==> src/rtl/switch_debouncer_pkg.sv <==
// Shared timing/width constants for the switch debouncer and the rate divider.
package switch_debouncer_pkg;

  // 20 ms worth of 50 MHz clock cycles.
  localparam int DEBOUNCE_20MS_50MHZ = 1000000;
  // Short debounce window used in simulation.
  localparam int SIM_DEBOUNCE        = 4;
  // Speed-select width shared with the rate divider.
  localparam int SEL_W               = 2;

  // Smallest counter width able to hold n-1.
  function automatic int cnt_width(input int n);
    int w;
    w = 1;
    while ((2 ** w) <= (n - 1)) w++;
    return w;
  endfunction

endpackage

==> src/rtl/switch_debouncer_debounce_bit.sv <==
// One switch bit: 2-flop synchroniser, stability counter, committed level
// and a one-cycle commit flag raised on the edge the level is committed.
module debounce_bit #(
  parameter int N     = 4,
  parameter int CNT_W = 3
) (
  input  logic Clock,
  input  logic Resetn,
  input  logic i_sw,
  output logic o_stable,
  output logic o_commit
);

  logic             r_sync1, r_sync2;
  logic             r_stable;
  logic             r_commit;
  logic [CNT_W-1:0] r_cnt;
  logic             w_diff;
  logic             w_last;

  assign w_diff = (r_sync2 != r_stable);
  assign w_last = (r_cnt == CNT_W'(N - 1));

  // Plain two-flop synchroniser; nothing may sit between the flops.
  always_ff @(posedge Clock or negedge Resetn) begin
    if (!Resetn) begin
      r_sync1 <= 1'b0;
      r_sync2 <= 1'b0;
    end else begin
      r_sync1 <= i_sw;
      r_sync2 <= r_sync1;
    end
  end

  // Count consecutive cycles the synchronised level differs from the
  // committed one; any return to the committed level restarts the count.
  always_ff @(posedge Clock or negedge Resetn) begin
    if (!Resetn) begin
      r_cnt    <= '0;
      r_stable <= 1'b0;
      r_commit <= 1'b0;
    end else begin
      r_commit <= 1'b0;
      if (!w_diff) begin
        r_cnt <= '0;
      end else if (!w_last) begin
        r_cnt <= r_cnt + 1'b1;
      end else begin
        r_stable <= r_sync2;
        r_cnt    <= '0;
        r_commit <= 1'b1;
      end
    end
  end

  assign o_stable = r_stable;
  assign o_commit = r_commit;

endmodule

==> src/rtl/switch_debouncer.sv <==
// Debounces WIDTH raw slide switches independently and pulses 'changed'
// for one cycle on the edge any committed bit changes.
module switch_debouncer
  import switch_debouncer_pkg::*;
#(
  parameter int WIDTH           = SEL_W,
  parameter int DEBOUNCE_CYCLES = DEBOUNCE_20MS_50MHZ,
  parameter int CNT_W           = 20
) (
  input  logic             Clock,
  input  logic             Resetn,
  input  logic [WIDTH-1:0] sw_in,
  output logic [WIDTH-1:0] sw_out,
  output logic             changed
);

  logic [WIDTH-1:0] w_stable;
  logic [WIDTH-1:0] w_commit;

  // One independent debouncer per switch bit.
  for (genvar g = 0; g < WIDTH; g++) begin : g_bit
    debounce_bit #(
      .N     (DEBOUNCE_CYCLES),
      .CNT_W (CNT_W)
    ) u_bit (
      .Clock    (Clock),
      .Resetn   (Resetn),
      .i_sw     (sw_in[g]),
      .o_stable (w_stable[g]),
      .o_commit (w_commit[g])
    );
  end

  // Both terms are flop outputs, so sw_out/changed have no path from sw_in;
  // bits committing on the same edge yield a single pulse.
  assign sw_out  = w_stable;
  assign changed = |w_commit;

endmodule
==> config.mk <==
export PLATFORM = sky130hd
export DESIGN_NAME = switch_debouncer
export DESIGN_NICKNAME = d
export VERILOG_FILES = /design/src/rtl/switch_debouncer_pkg.sv /design/src/rtl/switch_debouncer_debounce_bit.sv /design/src/rtl/switch_debouncer.sv
export SDC_FILE = /design/constraint.sdc
export NUM_CORES = 1
export LEC_CHECK = 0
export ABC_AREA = 1
export BUFFER_PORTS_ARGS = -buffer_cell sky130_fd_sc_hd__buf_2
export CAP_MARGIN = 15
export CORE_MARGIN = 3
export CORE_UTILIZATION = 60
export CTS_CLUSTER_DIAMETER = 50
export DETAILED_ROUTE_END_ITERATION = 8
export GPL_ROUTABILITY_DRIVEN = 1
export MAX_ROUTING_LAYER = met4
export PLACE_DENSITY = 0.75
export SLEW_MARGIN = 0
export SYNTH_ARGS = -nofsm -noshare
export SYNTH_HDL_FRONTEND = slang
export SYNTH_HIERARCHICAL = 1
export SYNTH_SLANG_ARGS = --single-unit
==> constraint.sdc <==
create_clock -name Clock -period 1.8 [get_ports Clock]
set_clock_uncertainty 0.05 [all_clocks]
set_input_delay 0.18 -clock Clock [delete_from_list [all_inputs] [get_ports Clock]]
set_output_delay 0.18 -clock Clock [all_outputs]
set_load 0.005 [all_outputs]
==> out/metrics.yaml <==
ys_types: 25
power.ir.vdd_worst_uv: 460
grt_start_max_net_pins: 49
synth-seq-area-share_pct: 45.5
post_cts_repair_timing_setup_buffer_count: 0
cts_tree: "done"
remaining_drc_errors: 0
fin_worst_hold_slack_ns: 0.304
detail_route.iter0.violations: 52
placed_cell_count: 376
finalSetupViolations: 0
worstHoldPathType: "flip-flop to flip-flop"
finalCritPeriodShare_pct: 79.3
post-route-cell-area_mm2: 0.00289
finalPower_mw: 1.94
critical_path.endpoint_type: "flip-flop"
timing_worst_setup_path_type: "flip-flop to flip-flop"
place.port_buffers: 6
cts.path.max_buffers: 2
root_buffer: "sky130_fd_sc_hd__clkbuf_8"
grt_pass1_wl_mm: 8.94
cp_max_stage_delay_ns: 0.37
fill_cells: 334
horiz_die_dim_um: 72.4
design.final.nets: 342
fmaxAchievable_mhz: 701
maxCapViolCount: 0
number_of_antenna_violations_at_the_first_check_in_global_routing: 0
endpoint_arrival_time_on_the_critical_path_ns: 1.56
post_synth_inst_count: 319
routed_wire_length_per_instance_um: 13.1
detailed_place.area_mm2: 0.00275
overall_die_height_um: 72.4
final-max-slew-violation-count: 0
run_status: "finished, final reports clean"
area_delta_synth_final_pct: 9.28
clock_sink_count: 48
gr-total-overflow: 0
place_hpwl_mm: 3.72
layout_min_cycle_time_ns: 1.43
drt_first_pass_iters: 4
cts_clock_pin_slew_for_the_worst_setup_and_hold_paths_ns: 0.08
boundaryPins: 7
via_per_inst: 5.20
place.gp.congestion: 0.961
timing.critical_path.from_type: "flip-flop"
mostFrequentLayoutCell: "sky130_fd_sc_hd__nor2_1"
core_region_area_mm2: 0.00412
postRouteAntennaNets: 0
floorplan.initialDensity_pct: 64.2
hold_violations: 0
cts_buffers: 5
cpMaxStageDelayCell: "sky130_fd_sc_hd__dfrtp_1"
p_leak_nw: 1.34
dr_total_vias: 2012
grt.total_usage_pct: 22.7
mappedNetlistArea_mm2: 0.00264
setup_repair_after_global_routing_missed_its_margin: "false"
antenna_cells_inserted: 0
critPathRequiredTime_ns: 1.94
preCtsSetupSlack_ns: 0.371
number_of_global_route_vias_before_repair: 2122
worstPathCellList: "ha_1 -> nand3_2 -> nor2_4 -> nand3_4 -> nand2_2 -> nor2_1"
setup_slack_on_the_worst_flop_to_flop_path_ns: 0.37
final_core_util_pct: 70.1
final-instance-count-excl-fill: 387
h-tree-depth: 2
crit_fanout: 8
power.density_mw_per_mm2: 671
synth-seq-cells: 48
final_critical_path_setup_slack_ns: 0.373
wirelength_mm: 5.05
accumulated_negative_setup_slack_ns: 0
syn_nets: 325
worst_skew_late_latency_ns: 0.29
layout_common_cells: "76 x sky130_fd_sc_hd__nor2_1, 49 x sky130_fd_sc_hd__nand2_1, 48 x sky130_fd_sc_hd__dfrtp_1"
design.die.area_mm2: 0.00523
timing.max_slew.rel_slack_pct: 60.8
ys.warnings.count: 6
std_cell_rows: 23
worst-slew-pin-transition_ns: 0.588
drive_above_1_share_pct: 14.8
post_synth.cell_area_avg_um2: 8.28
==> cells in the mapped netlist, drive strengths merged <==
master / count / area [um^2]
nand4: 6 / 37.5
xnor2: 8 / 70.1
xor2: 14 / 123
clkbuf: 2 / 7.51
o21bai: 4 / 37.5
nand2: 59 / 267
inv: 34 / 128
o21ai: 6 / 30.0
nor3: 4 / 20.0
dfrtp: 48 / 1200
nor2: 90 / 433
a21oi: 6 / 30.0
nand3b: 4 / 37.5
nand3: 32 / 195
ha: 2 / 25.0
==> layout make-up <==
| cell class | count | area (um^2) | area share (%) |
|---|---|---|---|
| multi-input cells | 235 | 1310 | 45.2 |
| flip-flops and latches | 48 | 1200 | 41.6 |
| inverters | 34 | 128 | 4.42 |
| repair buffers | 12 | 82.6 | 2.86 |
| clock buffers | 6 | 72.6 | 2.51 |
| well taps | 50 | 62.6 | 2.17 |
| clock inverters | 2 | 35.0 | 1.21 |
==> metal layers <==
metal  GRT usage (%)  vias to the layer above  part of all wire [%]
met1            25.5                      942                    45
li1                -                     1031                     -
met3            3.88                       10                   2.2
met4            10.0                        0                   2.2
met5               -                        -                     0
met2            39.4                       29                    51
==> registers in the layout, indices dropped and copies added (netlist names) <==
| name | cells |
|---|---|
| g_bit.u_bit/o_commit | 2 |
| g_bit.u_bit/o_stable | 2 |
| g_bit.u_bit/r_sync2 | 2 |
| g_bit.u_bit/r_cnt | 40 |
| g_bit.u_bit/r_sync1 | 2 |
==> cell families after synthesis <==
| family | synth area share (%) |
|---|---|
| XOR/XNOR | 7.30 |
| buffers and inverters | 5.12 |
| AND/OR/NAND/NOR | 37.5 |
| AO/OA/AOI/OAI | 3.69 |
| adder cells (fa/ha/maj) | 0.947 |
| flip-flops | 45.5 |
==> power breakdown <==
| group | total, mW | internal [mW] | switching (mW) | leakage, nW |
|---|---|---|---|---|
| Combinational | 0.0802 | 0.0264 | 0.0538 | 0.626 |
| Sequential | 1.10 | 1.09 | 0.0104 | 0.656 |
| Clock | 0.754 | 0.412 | 0.342 | 0.0552 |
| Total | 1.94 | 1.53 | 0.406 | 1.34 |
==> worst paths after layout <==
path / startpoint / to / depth (start not counted)
max: g_bit[1].u_bit/r_cnt[0]$_DFF_PN0_ / g_bit[1].u_bit/r_cnt[5]$_DFF_PN0_ / 6
min: g_bit[0].u_bit/r_sync1$_DFF_PN0_ / g_bit[0].u_bit/r_sync2$_DFF_PN0_ / 0
max reg2reg: g_bit[1].u_bit/r_cnt[0]$_DFF_PN0_ / g_bit[1].u_bit/r_cnt[5]$_DFF_PN0_ / 6
min reg2reg: g_bit[0].u_bit/r_sync1$_DFF_PN0_ / g_bit[0].u_bit/r_sync2$_DFF_PN0_ / 0
max in group asynchronous: Resetn / g_bit[0].u_bit/r_cnt[7]$_DFF_PN0_ / 3
min in group asynchronous: Resetn / g_bit[1].u_bit/r_cnt[1]$_DFF_PN0_ / 3
==> what timing repair did <==
item / CTS / global route
endpoints found under the hold margin: 50 / 0
gates resized for setup: 0 / 0
hold buffers: 3 / 0
==> critical path: cells and delay by family (launching register included) <==
family / cells / cell delay, ns
fa+ha+maj: 1 / 0.21
simple gates: 5 / 0.68
flops: 1 / 0.37
Power figures use the tool's default switching activity.
